`src/rtl/rv_ctrl_pkg.sv`:
```
// Shared encodings for the RV32I multi-cycle control path: ALU op codes,
// opcodes, FSM states and datapath mux selects.
package rv_ctrl_pkg;

    localparam logic [3:0] ALU_NONE = 4'h0;
    localparam logic [3:0] ALU_ADD  = 4'h1;
    localparam logic [3:0] ALU_SUB  = 4'h2;
    localparam logic [3:0] ALU_XOR  = 4'h3;
    localparam logic [3:0] ALU_OR   = 4'h4;
    localparam logic [3:0] ALU_AND  = 4'h5;
    localparam logic [3:0] ALU_SLL  = 4'h6;
    localparam logic [3:0] ALU_SRL  = 4'h7;
    localparam logic [3:0] ALU_SRA  = 4'h8;
    localparam logic [3:0] ALU_SLT  = 4'h9;
    localparam logic [3:0] ALU_SLTU = 4'hA;

    localparam logic [6:0] OPC_LUI    = 7'b0110111;
    localparam logic [6:0] OPC_AUIPC  = 7'b0010111;
    localparam logic [6:0] OPC_JAL    = 7'b1101111;
    localparam logic [6:0] OPC_JALR   = 7'b1100111;
    localparam logic [6:0] OPC_BRANCH = 7'b1100011;
    localparam logic [6:0] OPC_LOAD   = 7'b0000011;
    localparam logic [6:0] OPC_STORE  = 7'b0100011;
    localparam logic [6:0] OPC_OP_IMM = 7'b0010011;
    localparam logic [6:0] OPC_OP     = 7'b0110011;

    typedef enum logic [2:0] {
        ST_FETCH     = 3'd0,
        ST_DECODE    = 3'd1,
        ST_EXECUTE   = 3'd2,
        ST_MEM       = 3'd3,
        ST_WRITEBACK = 3'd4,
        ST_TRAP      = 3'd5
    } state_t;

    localparam logic [2:0] IMM_I = 3'd0;
    localparam logic [2:0] IMM_S = 3'd1;
    localparam logic [2:0] IMM_B = 3'd2;
    localparam logic [2:0] IMM_U = 3'd3;
    localparam logic [2:0] IMM_J = 3'd4;

    localparam logic [1:0] WB_ALU = 2'd0;
    localparam logic [1:0] WB_MEM = 2'd1;
    localparam logic [1:0] WB_PC  = 2'd2;

    localparam logic [1:0] A_RS1    = 2'd0;
    localparam logic [1:0] A_OLD_PC = 2'd1;
    localparam logic [1:0] A_ZERO   = 2'd2;

    localparam logic B_RS2 = 1'b0;
    localparam logic B_IMM = 1'b1;

    // Immediate layout implied by the opcode; formats without an immediate fall back to I.
    function automatic logic [2:0] imm_format(input logic [6:0] opcode);
        case (opcode)
            OPC_STORE:            return IMM_S;
            OPC_BRANCH:           return IMM_B;
            OPC_LUI, OPC_AUIPC:   return IMM_U;
            OPC_JAL:              return IMM_J;
            default:              return IMM_I;
        endcase
    endfunction

    // funct3 to ALU op for OP/OP-IMM; alt selects SUB/SRA.
    function automatic logic [3:0] alu_base_op(input logic [2:0] funct3, input logic alt);
        case (funct3)
            3'd0:    return alt ? ALU_SUB : ALU_ADD;
            3'd1:    return ALU_SLL;
            3'd2:    return ALU_SLT;
            3'd3:    return ALU_SLTU;
            3'd4:    return ALU_XOR;
            3'd5:    return alt ? ALU_SRA : ALU_SRL;
            3'd6:    return ALU_OR;
            default: return ALU_AND;
        endcase
    endfunction

endpackage

```
`src/rtl/alu_op_decoder.sv`:
```
// Combinational mapping of opcode/funct3/funct7 to the ALU operation used in
// EXECUTE, plus a flag for encodings that must trap at decode time.
module alu_op_decoder
    import rv_ctrl_pkg::*;
(
    input  logic [6:0] opcode,
    input  logic [2:0] funct3,
    input  logic [6:0] funct7,
    output logic [3:0] alu_sel,
    output logic       illegal
);

    logic f7_zero;
    logic f7_alt;
    logic f3_alt_ok;

    assign f7_zero   = (funct7 == 7'h00);
    assign f7_alt    = (funct7 == 7'h20);
    assign f3_alt_ok = (funct3 == 3'd0) || (funct3 == 3'd5);

    always_comb begin
        alu_sel = ALU_NONE;
        illegal = 1'b0;
        case (opcode)
            OPC_OP: begin
                alu_sel = alu_base_op(funct3, f7_alt);
                illegal = !(f7_zero || (f7_alt && f3_alt_ok));
            end
            OPC_OP_IMM: begin
                // Only the shift forms carry a funct7; elsewhere those bits are immediate.
                alu_sel = alu_base_op(funct3, (funct3 == 3'd5) && f7_alt);
                if (funct3 == 3'd1)
                    illegal = !f7_zero;
                else if (funct3 == 3'd5)
                    illegal = !(f7_zero || f7_alt);
            end
            OPC_LUI, OPC_AUIPC, OPC_LOAD, OPC_STORE, OPC_JALR: begin
                alu_sel = ALU_ADD;
            end
            OPC_BRANCH: begin
                case (funct3)
                    3'd0, 3'd1: alu_sel = ALU_SUB;
                    3'd4, 3'd5: alu_sel = ALU_SLT;
                    3'd6, 3'd7: alu_sel = ALU_SLTU;
                    default:    alu_sel = ALU_NONE;
                endcase
            end
            OPC_JAL: begin
                alu_sel = ALU_NONE;
            end
            default: begin
                illegal = 1'b1;
            end
        endcase
    end

endmodule

```
`src/rtl/control_unit.sv`:
```
// Multi-cycle RV32I control FSM: latches the fetched instruction and drives the
// ALU, operand/PC/writeback muxes and memory/register strobes.
module control_unit #(
    parameter int unsigned XLEN = 32
) (
    input  logic        clk,
    input  logic        rst,
    input  logic [31:0] instr,
    input  logic        mem_ready,
    input  logic        alu_zero_flag,
    output logic [3:0]  alu_sel,
    output logic [1:0]  alu_a_sel,
    output logic        alu_b_sel,
    output logic        alu_res_we,
    output logic [2:0]  imm_sel,
    output logic        ir_we,
    output logic        pc_we,
    output logic        pc_sel,
    output logic        mem_re,
    output logic        mem_we,
    output logic        reg_we,
    output logic [1:0]  wb_sel,
    output logic        trap
);
    import rv_ctrl_pkg::*;

    state_t      state;
    state_t      state_nx;
    logic [31:0] ir;
    logic [6:0]  opcode;
    logic [2:0]  funct3;
    logic [6:0]  funct7;
    logic [3:0]  dec_alu;
    logic        dec_illegal;
    logic [2:0]  imm_fmt;
    logic        is_load;
    logic        br_taken;
    logic        br_bad;
    logic        unused_ok;

    assign opcode  = ir[6:0];
    assign funct3  = ir[14:12];
    assign funct7  = ir[31:25];
    assign imm_fmt = imm_format(opcode);
    assign is_load = (opcode == OPC_LOAD);

    // Register indices feed the datapath directly; XLEN only sizes that datapath.
    assign unused_ok = (^{ir[24:15], ir[11:7]}) ^ (XLEN == 0);

    // SUB-compares (f3[2]=0) take on z for even f3; SLT-compares take on !z for even f3.
    assign br_taken = alu_zero_flag ^ funct3[0] ^ funct3[2];
    assign br_bad   = (funct3[2:1] == 2'b01);

    alu_op_decoder u_alu_op_decoder (
        .opcode  (opcode),
        .funct3  (funct3),
        .funct7  (funct7),
        .alu_sel (dec_alu),
        .illegal (dec_illegal)
    );

    always_ff @(posedge clk) begin
        if (rst) begin
            state <= ST_FETCH;
            ir    <= '0;
        end else begin
            state <= state_nx;
            if (state == ST_FETCH && mem_ready)
                ir <= instr;
        end
    end

    always_comb begin
        state_nx   = state;
        alu_sel    = ALU_NONE;
        alu_a_sel  = A_RS1;
        alu_b_sel  = B_RS2;
        alu_res_we = 1'b0;
        imm_sel    = IMM_I;
        ir_we      = 1'b0;
        pc_we      = 1'b0;
        pc_sel     = 1'b0;
        mem_re     = 1'b0;
        mem_we     = 1'b0;
        reg_we     = 1'b0;
        wb_sel     = WB_ALU;
        trap       = 1'b0;
        if (!rst) begin
            case (state)
                ST_FETCH: begin
                    mem_re = 1'b1;
                    if (mem_ready) begin
                        ir_we    = 1'b1;
                        pc_we    = 1'b1;
                        state_nx = ST_DECODE;
                    end
                end
                ST_DECODE: begin
                    // Branch/jump target old_pc+imm is formed here for later use.
                    alu_sel    = ALU_ADD;
                    alu_a_sel  = A_OLD_PC;
                    alu_b_sel  = B_IMM;
                    alu_res_we = 1'b1;
                    imm_sel    = imm_fmt;
                    state_nx   = dec_illegal ? ST_TRAP : ST_EXECUTE;
                end
                ST_EXECUTE: begin
                    alu_sel = dec_alu;
                    imm_sel = imm_fmt;
                    case (opcode)
                        OPC_OP: begin
                            alu_res_we = 1'b1;
                            state_nx   = ST_WRITEBACK;
                        end
                        OPC_OP_IMM, OPC_JALR: begin
                            alu_b_sel  = B_IMM;
                            alu_res_we = 1'b1;
                            state_nx   = ST_WRITEBACK;
                        end
                        OPC_LUI, OPC_AUIPC: begin
                            alu_a_sel  = (opcode == OPC_LUI) ? A_ZERO : A_OLD_PC;
                            alu_b_sel  = B_IMM;
                            alu_res_we = 1'b1;
                            state_nx   = ST_WRITEBACK;
                        end
                        OPC_LOAD, OPC_STORE: begin
                            alu_b_sel  = B_IMM;
                            alu_res_we = 1'b1;
                            state_nx   = ST_MEM;
                        end
                        OPC_JAL: begin
                            pc_we    = 1'b1;
                            pc_sel   = 1'b1;
                            reg_we   = 1'b1;
                            wb_sel   = WB_PC;
                            state_nx = ST_FETCH;
                        end
                        OPC_BRANCH: begin
                            if (br_bad) begin
                                state_nx = ST_TRAP;
                            end else begin
                                pc_we    = br_taken;
                                pc_sel   = br_taken;
                                state_nx = ST_FETCH;
                            end
                        end
                        default: begin
                            state_nx = ST_TRAP;
                        end
                    endcase
                end
                ST_MEM: begin
                    mem_re = is_load;
                    mem_we = !is_load;
                    if (mem_ready)
                        state_nx = is_load ? ST_WRITEBACK : ST_FETCH;
                end
                ST_WRITEBACK: begin
                    reg_we = 1'b1;
                    if (is_load) begin
                        wb_sel = WB_MEM;
                    end else if (opcode == OPC_JALR) begin
                        wb_sel = WB_PC;
                        pc_we  = 1'b1;
                        pc_sel = 1'b1;
                    end
                    state_nx = ST_FETCH;
                end
                ST_TRAP: begin
                    trap = 1'b1;
                end
                default: begin
                    state_nx = ST_FETCH;
                end
            endcase
        end
    end

endmodule
```
`config.mk`:
```
export PLATFORM = sky130hd
export DESIGN_NAME = control_unit
export DESIGN_NICKNAME = d
export VERILOG_FILES = /design/src/rtl/rv_ctrl_pkg.sv /design/src/rtl/alu_op_decoder.sv /design/src/rtl/control_unit.sv
export SDC_FILE = /design/constraint.sdc
export NUM_CORES = 1
export LEC_CHECK = 0
export BUFFER_PORTS_ARGS = -buffer_cell sky130_fd_sc_hd__clkbuf_2
export CORE_UTILIZATION = 53
export DETAILED_ROUTE_END_ITERATION = 7
export HOLD_SLACK_MARGIN = 0.05
export PLACE_DENSITY_LB_ADDON = 0.05
export SLEW_MARGIN = 20
export SYNTH_ARGS = -nofsm -noshare
export SYNTH_HDL_FRONTEND = slang
export SYNTH_HIERARCHICAL = 1
export SYNTH_SLANG_ARGS = --single-unit
export TNS_END_PERCENT = 100
```
`constraint.sdc`:
```
create_clock -name clk -period 3.5 [get_ports clk]
set_input_delay 0.35 -clock clk [delete_from_list [all_inputs] [get_ports clk]]
set_output_delay 0.35 -clock clk [all_outputs]
set_load 0.05 [all_outputs]
```
Word-level counts from Yosys, hierarchy flattened
Cells that the tools add are included.

word-level totals
  register bits after elaboration = 35
  output and inout port bits = 20
  word-level logic and storage cells = 113

cells by class
  equal/unequal tests = 25
  multiplexer cells = 58
  bitwise logic cells = 3
  reductions and logical operators = 25

operators by type and width
  kind                  count
  $pmux W4 S7           2
  $eq A7 B6 Y1 const B  4
  $pmux W3 S4           2
  $eq A7 B7 Y1 const B  3
  $mux W1               21
  $mux W3               7
  $eq A3 B3 Y1 const B  6
  $mux W2               9
  $pmux W4 S4           1
  $pmux W3 S5           1
  $eq A7 B5 Y1 const B  2
  $reduce_or A7 Y1      2
  $eq A3 B2 Y1 const B  4
  $mux W4               3
  $pmux W1 S2           6
  $pmux W4 S3           1
  $reduce_or A2 Y1      6
  $reduce_or A5 Y1      2
  $pmux W2 S2           2
  $pmux W4 S2           1
  $eq A7 B2 Y1 const B  1
  $logic_not A7 Y1      1
  $eq A3 B1 Y1 const B  2
  $logic_not A3 Y1      2
  10 further kinds      20

Longest topological paths before layout
Gate-level depths: netlist of run 1.

  depth in word-level cells = 8
  depth in mapped cells = 8

Cells and area by module
The synthesis of run 1 kept the hierarchy.

modules (own cells, without submodules)
  module          instances  cells an instance  area each (um^2)
  control_unit    1          167                1199.9
  alu_op_decoder  1          44                 299.0

Least setup slack after synthesis of run 1
OpenSTA, ideal clock, no wires.

  kind = reg2out
  start point = register ir[2]
  end point = output port pc_we
  arrival time = 2.470 ns
  setup slack = 0.680 ns
  cell stages (with the launch flop) = 7
  cells stage by stage = dfxtp_1 > buf_2 > nand4b_4 > or4_1 > nor2_2 > a41o_2 > or2_1

on the way
  word-level cells in the longest chain between the ends = 5
  elaborated cells on any way between the ends = 9
  those cells by class = eq/ne: 4; mux: 5

ends and longest elaborated chain
  element                   RTL line             source
  start: declaration        control_unit.sv:29   logic [31:0] ir;
  start signal: assignment  control_unit.sv:69   ir <= instr;
  $eq A7 B7 Y1              control_unit.sv:162  end else if (opcode == OPC_JALR) begin
  $mux W1                   control_unit.sv:162
  $mux W1                   control_unit.sv:160  if (is_load) begin
  $pmux W1 S3 *             control_unit.sv:89   case (state)
  $mux W1 *                 control_unit.sv:88   if (!rst) begin
  end: declaration          control_unit.sv:17   output logic pc_we,

Mark *: on every way between the ends. The rest lies on a longest branch, timed or not.

Final worst setup path of run 1
  start point = register ir[4]
  end point = output port alu_sel[0]

on the way
  word-level cells in the longest chain between the ends = 5
  elaborated cells on any way between the ends = 12
  those cells by class = eq/ne: 8; mux: 3; reduce/logical: 1

ends and longest elaborated chain
  element                                     RTL line              source
  $eq A7 B2 Y1, or another cell as far along  alu_op_decoder.sv:24  case (opcode)
  $reduce_or A5 Y1                            -
  $pmux W4 S4 *                               alu_op_decoder.sv:24
  named net dec_alu[0]                        control_unit.sv:33    logic [3:0] dec_alu;
  $pmux W4 S2 *                               control_unit.sv:89
  $mux W4 *                                   control_unit.sv:88
  end: declaration                            control_unit.sv:11    output logic [3:0] alu_sel,

The timed path passes the listed nets; every way through them passes the cells marked *.

==> flow_summary.yaml, run 1 <==
detailed_routing:
  routed_wl_um: 3840
  remaining_drc_errors: 0
  routed_via_density: 5.93
  drt-initial-drc-count: 25
  ant_nets: 0
  vias: 1619
  wl_per_cell_um: 14.1
  first_pass_iters: 4
synthesis:
  post_synth.cell_area_avg_um2: 7.10
  async_flop_share_pct: 0
  synth_largest_area_cell: "dfxtp_1"
  synth_cell_types: 52
  yosys_warnings: 6
  synth_area_leaders: "dfxtp_1 27%, nand2_1 11%, a21oi_1 8.7%, nor2_1 4.8%, nor2b_1 3.3%"
  synth_top_area_share_pct: 26.7
  ys_seq_elements: 20
  ys.flop_type: "dfxtp_1"
  synth_edf_count: 0
  syn_nets: 247
  syn-instance-count: 211
  ys_seq_area_share_pct: 26.7
  synthesis.area_um2: 1500
timing:
  max_slew_margin_pct: 42.4
  finClkSkew_ns: 0.00102
  max_freq_ghz: 0.350
  finalCritPeriodShare_pct: 81.6
  fin_tns_setup_ns: 0
  rsz0062_at_grt: "false"
  tightest_slew_ns: 0.857
  finalSetupViolCount: 0
  drv_slew: 0
  finalHoldViolCount: 0
  fin_crit_ns: 2.86
job:
  maxCapViolCount: 0
power:
  intPower_uw: 334
  p_leak_uw: 0.000718
  seqPwrFrac_pct: 52.7
  ir_drop_v: 0.000266
  p_comb_share_pct: 26.0
  power_switching_uw: 187
  switching_share_pct: 35.9
  power.density_nw_per_um2: 306
  pwr-share-clk_pct: 21.2
clocking:
  h-tree-depth: 1
  cts_buffers: 3
  clockBufferDepth: 2
  clock_latency_ns: 0.30
  post_cts_buffers: 0
  cts_tree: "yes"
  cts-root-buf: "clkbuf_4"
  cts_resized: 0
  hold_buffers: 0
  path_clk_slew_ns: 0.11
  clock_sinks: 20
critical_path:
  required_ns: 3.15
  endpoint_kind: "primary output"
  startpoint_type: "register"
  path_max_fanout: 12
  crit_type: "register to primary output"
  critPathArrivalTime_ns: 2.51
grt:
  grt_pass1_vias: 1385
  grt_pass1_wl_um: 5910
  track_usage_pct: 27.0
  grt_overflow_total: 0
  grt_start_max_net_pins: 27
  antenna_found_initial: 0
layout:
  final_cells: 273
  syn_to_final_growth_pct: 13.9
  diodes: 0
  drive_gt1_share_pct: 21.8
  n_fill_cell: 248
  nets: 281
hold_path:
  hold_path_class: "primary input to register"
placement:
  hpwl_um: 2840
  gp_congestion: 0.878
  place_inst: 270
  io_buffers: 40
die:
  initial_utilization_pct: 58.4
  die_area_um2: 3040
  die-height_um: 55.2
  die-width_um: 55.2
  core_area_um2: 2570
  num_rows: 18
  io_pins: 56
status:
  status: "complete, no violations"
## state kept, by name, summed over array words and instances (netlist names)
| register | flops |
|---|---|
| ir | 17 |
| state | 3 |
## metrics by stage
| stage | instance area (µm²) | setup WS [ns] | utilization [%] | hold slack, ns | power [µW] |
|---|---|---|---|---|---|
| 2_1_floorplan | 1500 | 0.680 | - | 0.441 | 379 |
| 3_3_place_gp | 1690 | 1.11 | 65.6 | 0.455 | 409 |
| 3_5_place_dp | 1690 | 1.03 | 65.6 | 0.462 | 415 |
| 4_1_cts | 1710 | 0.666 | 66.5 | 0.242 | 526 |
| 5_1_grt | 1710 | 0.530 | 66.5 | 0.246 | 551 |
| 6_report | 1710 | 0.644 | 66.5 | 0.250 | 522 |
## cells in the final DEF, fill, tap and decap left out, types with 4 or more instances in the layout
master and count:
nor4_1 4, nor2b_1 8, o21ai_1 6, nand3_1 5
a21oi_1 26, inv_1 5, nor2_1 19, nor3b_1 4
and3_1 4, nand2_1 42, dfxtp_1 20, nor3_1 4
clkbuf_2 40, nand2b_1 5
## cell usage after synthesis, drive strengths merged, types with 2 or more instances
library cell  instances
nand2                42
a21oi                26
dfxtp                20
nor2                 20
buf                   8
nor2b                 8
nor4                  7
o21ai                 7
nand2b                6
inv                   5
nand3                 5
and3                  4
nor3                  4
nor3b                 4
or2                   4
clkbuf                3
nand3b                3
a221o                 2
a31oi                 2
mux2i                 2
nand4                 2
nand4b                2
o211ai                2
or4                   2
xnor2                 2
## final cells by class
class | count | area [µm²] | share of cell area (%)
timing repair buffer | 40 | 200 | 11.7
sequential | 20 | 400 | 23.4
clock buffer | 3 | 22.5 | 1.32
tap | 30 | 37.5 | 2.20
multi-input combinational | 175 | 1030 | 60.2
inverter | 5 | 18.8 | 1.10
## final timing paths
path	from	end	slack [ns]	depth (start not counted)
max	ir[4]	alu_sel[0]	0.64	7
min	instr[27]	ir[27]	0.25	3
max reg2reg	ir[4]	state[1]	1.30	7
min reg2reg	ir[26]	ir[26]	0.47	2
## worst max-delay path, cell delays in order, from the launching register on
cell      delay (ns)
dfxtp_1         0.61
nand2b_4        0.10
or4_4           0.53
o31a_1          0.31
o21ai_1         0.14
a21oi_1         0.09
nor2_1          0.12
clkbuf_2        0.29
## cells by family (layout without fill, tap and decap cells)
family          after synthesis  after routing  share of synthesized area (%)
mux                           2              2                           1.34
simple gates                118            118                           43.7
flops                        20             20                           26.7
compound gates               52             52                           21.9
buf+inv                      16             48                           4.67
xor+xnor                      3              3                           1.75
## power by group through the flow
stage	Clock, µW	Sequential [µW]	Combinational [µW]
after floorplan	0	265	114
after global placement	0	278	130
after detailed placement	0	280	135
after CTS	115	275	136
after global routing	123	278	150
final	111	275	136
## layer usage
layer  GRT usage [%]  up-vias  share of wire, %
li1                -      823                 -
met1            30.9      739                43
met2            49.0       51                51
met3            4.10        6               4.4
met4            11.7        0               1.4
met5               0        -                 0
Power figures use the tool's default switching activity.
==> inputs of run 2 (changes only) <==
--- a/config.mk
+++ b/config.mk
@@ -6,7 +6,7 @@
 export NUM_CORES = 1
 export LEC_CHECK = 0
 export BUFFER_PORTS_ARGS = -buffer_cell sky130_fd_sc_hd__clkbuf_2
-export CORE_UTILIZATION = 53
+export CORE_UTILIZATION = 44
 export DETAILED_ROUTE_END_ITERATION = 7
 export HOLD_SLACK_MARGIN = 0.05
 export PLACE_DENSITY_LB_ADDON = 0.05
==> constraint.sdc (replaced) <==
create_clock -name clk -period 2.55 [get_ports clk]
set_input_delay 0.255 -clock clk [delete_from_list [all_inputs] [get_ports clk]]
set_output_delay 0.255 -clock clk [all_outputs]
set_load 0.05 [all_outputs]
==> run 2 against run 1 <==
  * Total power rose by 40%
  * Via count barely moved
  * Flip-flop and latch count did not move
  * Cell count rose by 9.2%
  * Sequential share of layout area fell by 1.4 points
  * Utilization fell by 8.7 points
  * Non-clock buffer count rose by 11
  * Global-route usage fell by 4.5 points
  * Largest cell class unchanged
  * Largest power group unchanged
  * Highest routed layer unchanged
==> flow_summary.yaml, run 2 (synthesis gave the netlist of run 1 again) <==
status:
  status: "complete, no violations"
layout:
  reg.largest.list: "ir x17, state x3"
  diodes: 0
  drive_gt1_share_pct: 26.0
  syn_to_final_growth_pct: 21.6
  largest-register: "ir"
  largest_reg_flops: 17
  final_common_cell: "nand2_1"
  nets: 292
  final_util_pct: 57.8
  design_area_um2: 1820
  final_cells: 298
  final_cell_mix: "42 x nand2_1, 39 x clkbuf_2, 26 x a21oi_1"
timing:
  tightest_slew_ns: 0.529
  max_freq_ghz: 0.411
  finalHoldViolCount: 0
  rsz0062_at_grt: "false"
  drv_slew: 0
  finalCritPeriodShare_pct: 95.5
  max_slew_margin_pct: 64.6
  fin_crit_ns: 2.43
  finClkSkew_ns: 0.00945
  finalSetupViolCount: 0
die:
  io_pins: 56
  die-height_um: 60.4
  die-width_um: 60.4
  initial_utilization_pct: 47.5
  die_area_um2: 3640
  core_area_um2: 3150
  num_rows: 20
placement:
  gp_congestion: 0.891
  hpwl_um: 2880
  place_area_um2: 1800
  io_buffers: 40
  place_inst: 295
hold_path:
  hold_path_class: "primary input to register"
power:
  power_switching_uw: 257
  seqPwrFrac_pct: 50.6
  p_leak_uw: 0.000775
  switching_share_pct: 35.3
  pwr-share-clk_pct: 20.4
  power.density_nw_per_um2: 399
  p_comb_share_pct: 29.1
  intPower_uw: 471
  ir_drop_v: 0.000236
detailed_routing:
  wl_per_cell_um: 12.9
  drt-initial-drc-count: 91
  routed_via_density: 5.43
  first_pass_iters: 4
  remaining_drc_errors: 0
  ant_nets: 0
  routed_wl_um: 3840
  vias: 1618
critical_path:
  crit_type: "register to primary output"
  startpoint_type: "register"
  r2r_slack_ns: 0.51
  crit_chain: "or4_4, o31a_1, o21ai_1, a21oi_1, nor2_1, clkbuf_4"
  r2r_start: "ir[4]"
  critPathArrivalTime_ns: 2.18
  r2r_cells: 9
  crit_path_start: "ir[2]"
  path_max_fanout: 9
  required_ns: 2.30
  timing.rr.end: "state[2]"
  endpoint_kind: "primary output"
  endpoint: "alu_sel[0]"
  cpMaxStageDelayCell: "or4_4"
  critical_path.max_stage_delay_ns: 0.59
clocking:
  clock_sinks: 20
  h-tree-depth: 1
  cts-root-buf: "clkbuf_4"
  post_cts_buffers: 0
  path_clk_slew_ns: 0.12
  cts_buffers: 3
  clock_latency_ns: 0.29
  cts_tree: "yes"
  clockBufferDepth: 2
job:
  maxCapViolCount: 0
grt:
  grt_pass1_vias: 1437
  grt_overflow_total: 0
  grt_pass1_wl_um: 6280
  antenna_found_initial: 0
  track_usage_pct: 22.5
  grt_start_max_net_pins: 18
run 2: timing repair:
action,in CTS,in global routing
gates resized for setup,0,3
hold buffers,0,0
endpoints found under the setup margin,0,4
run 2: power groups by stage:
stage / logic [µW] / registers, µW / clock network [µW]
2_1_floorplan: 158 / 364 / 0
3_3_place_gp: 210 / 375 / 0
3_5_place_dp: 211 / 375 / 0
4_1_cts: 211 / 368 / 153
5_1_grt: 233 / 373 / 168
6_report: 212 / 368 / 148
run 2: layer usage:
metal	routed length, µm	global-route usage (%)	part of all wire (%)
met2	1860	38.1	48
met5	0	0	0
met1	1780	29.4	46
met4	80	8.97	2.1
met3	116	2.13	3.0
run 2: per-stage QoR:
stage / power [µW] / hold slack, ns / worst slack (ns) / TNS, ns
6_report: 728 / 0.163 / 0.115 / 0
5_1_grt: 774 / 0.156 / 0.00490 / 0
4_1_cts: 732 / 0.160 / 0.0459 / 0
3_5_place_dp: 586 / 0.461 / 0.405 / 0
3_3_place_gp: 585 / 0.460 / 0.414 / 0
2_1_floorplan: 521 / 0.391 / -0.0315 / -0.0315
run 2: worst max-delay path: cells and delay by family, from the launching register on:
family / cells / cell delay (ns)
flip-flops: 1 / 0.43
AO/OA/AOI/OAI: 3 / 0.50
buffers and inverters: 1 / 0.24
AND/OR/NAND/NOR: 2 / 0.70
run 2: worst min-delay path by stage:
stage | cells past startpoint | slack [ns] | start | end
2_1_floorplan | 2 | 0.39 | instr[30] | ir[30]
3_3_place_gp | 2 | 0.46 | ir[28] | ir[28]
3_5_place_dp | 2 | 0.46 | ir[26] | ir[26]
4_1_cts | 3 | 0.16 | instr[6] | ir[6]
5_1_grt | 3 | 0.16 | instr[28] | ir[28]
6_report | 3 | 0.16 | instr[6] | ir[6]
run 2: cell type report:
class / count / area [µm²]
clock buffers: 3 / 22.5
fillers: 328 / 1330
inverters: 5 / 18.8
multi-input cells: 175 / 1040
flip-flops and latches: 20 / 402
well taps: 44 / 55.1
repair buffers: 51 / 285
==> inputs of run 3 (changes only) <==
--- a/config.mk
+++ b/config.mk
@@ -6,6 +6,7 @@
 export NUM_CORES = 1
 export LEC_CHECK = 0
 export BUFFER_PORTS_ARGS = -buffer_cell sky130_fd_sc_hd__clkbuf_2
+export CORE_ASPECT_RATIO = 0.7
 export CORE_UTILIZATION = 44
 export DETAILED_ROUTE_END_ITERATION = 7
 export HOLD_SLACK_MARGIN = 0.05
==> run 3 against run 2 <==
  * Flip-flop and latch count unchanged
  * Total power increased by 12%
  * Sequential power about the same
  * Global-route usage increased by 0.65 points
  * Critical path type unchanged
==> flow_summary.yaml, run 3 (synthesis gave the netlist of run 1 again) <==
layout:
  syn_to_final_growth_pct: 22.1
  drive_gt1_share_pct: 25.7
  largest_reg_flops: 17
  n_fill_cell: 324
  reg.largest.list: "ir x17, state x3"
  multiInputGateArea_um2: 1040
  largest-register: "ir"
  final_util_pct: 57.4
  diodes: 0
  final_common_cell: "nand2_1"
  design_area_um2: 1830
  final_cell_mix: "42 x nand2_1, 40 x clkbuf_2, 26 x a21oi_1"
  seq_area_um2: 402
  nets: 290
placement:
  io_buffers: 40
  pre_cts_ws_ns: 0.408
  hpwl_um: 2960
  place_area_um2: 1770
  gp_congestion: 0.894
grt:
  grt_start_max_net_pins: 20
  grt_overflow_total: 0
  track_usage_pct: 23.2
  antenna_found_initial: 0
  grt_pass1_vias: 1427
  busiest_layer: "met1"
  grt_pass1_wl_um: 6620
  grt_use_met2_pct: 33.6
  grt.met1_usage_pct: 36.0
  use_met3_pct: 3.55
detailed_routing:
  vias: 1635
  routed_wl_um: 3910
  ant_nets: 0
  drt-initial-drc-count: 118
  routed_via_density: 5.62
  first_pass_iters: 4
  remaining_drc_errors: 0
  wl_per_cell_um: 13.4
critical_path:
  critical_path.max_stage_delay_ns: 0.50
  endpoint_kind: "primary output"
  cp_top_family: "simple AND/OR/NAND/NOR gates"
  crit_type: "register to primary output"
  path_buf_inv: 1
  path_max_fanout: 5
  critPathArrivalTime_ns: 2.18
  cpMaxStageDelayCell: "nor3b_1"
  crit_chain: "nor3b_1, a31oi_1, nor4b_1, a221o_1, and3_1, clkbuf_2"
  startpoint_type: "register"
  required_ns: 2.30
timing:
  rsz0062_at_grt: "false"
  finalSetupViolCount: 0
  setup_ws_ns: 0.112
  drv_slew: 0
  finalHoldViolCount: 0
  max_freq_ghz: 0.410
  fin_crit_ns: 2.44
  tightest_slew_ns: 0.807
  finClkSkew_ns: 0.00104
  finalCritPeriodShare_pct: 95.6
  max_slew_margin_pct: 45.8
clocking:
  clock_sinks: 20
  clockBufferDepth: 2
  cts-root-buf: "clkbuf_8"
  clock_latency_ns: 0.26
  h-tree-depth: 1
  cts_tree: "yes"
  path_clk_slew_ns: 0.07
  cts_buffers: 3
  post_cts_buffers: 0
power:
  ir_drop_v: 0.000257
  p_leak_uw: 0.000780
  finalPower_uw: 818
  power.density_nw_per_um2: 447
die:
  die-height_um: 50.8
  die-width_um: 71.8
  core_area_um2: 3190
  io_pins: 56
  initial_utilization_pct: 47.0
  die_area_um2: 3650
  num_rows: 17
job:
  maxCapViolCount: 0
hold_path:
  hold_path_class: "primary input to register"
status:
  status: "complete, no violations"
[run 3: cell types whose count changed in the layout (fill, tap and decap cells not counted), sizes merged]
cell / before / now
buf: 11 / 9
clkbuf: 43 / 44
[run 3: tightest hold or removal path, cell delays in order]
cell and delay [ns]:
clkbuf_2 0.08, nand2_1 0.04, a21oi_1 0.05
[run 3: final timing paths]
| check | from | endpoint | slack [ns] | cells after the start |
|---|---|---|---|---|
| worst max register to register | ir[4] | state[2] | 0.52 | 9 |
| worst min-delay path | instr[5] | ir[5] | 0.20 | 3 |
| worst min register to register | ir[26] | ir[26] | 0.47 | 2 |
| worst max-delay path | ir[30] | alu_sel[1] | 0.11 | 6 |
[run 3: routing by layer]
metal	part of all wire, %	up-vias	wire length [µm]
met5	0	-	0
met4	0.38	0	15
met3	6.6	2	260
met1	54	742	2100
li1	-	840	-
met2	39	51	1540
[run 3: cell type report]
cell class / count / area share [%]
clock buffers: 4 / 3.01
multi-input cells: 175 / 56.8
repair buffers: 49 / 14.6
inverters: 5 / 1.03
flip-flops and latches: 20 / 21.9
well taps: 38 / 2.60
[run 3: what timing repair did]
action / in CTS / in global routing
hold buffers: 0 / 0
setup endpoints to repair: 0 / 2
gates resized for setup: 0 / 1
[run 3: power by group]
part	leakage, µW	switching, µW	internal [µW]
Clock	0.0000288	106	137
Sequential	0.000164	35.3	333
Combinational	0.000586	128	78.8
Total	0.000780	268	550
[run 3: through the flow]
stage,TNS [ns],hold slack (ns),cells
after floorplan,-0.0315,0.391,211
after global placement,0,0.459,287
after detailed placement,0,0.462,287
after CTS,0,0.204,291
after global routing,0,0.215,291
final,0,0.201,291
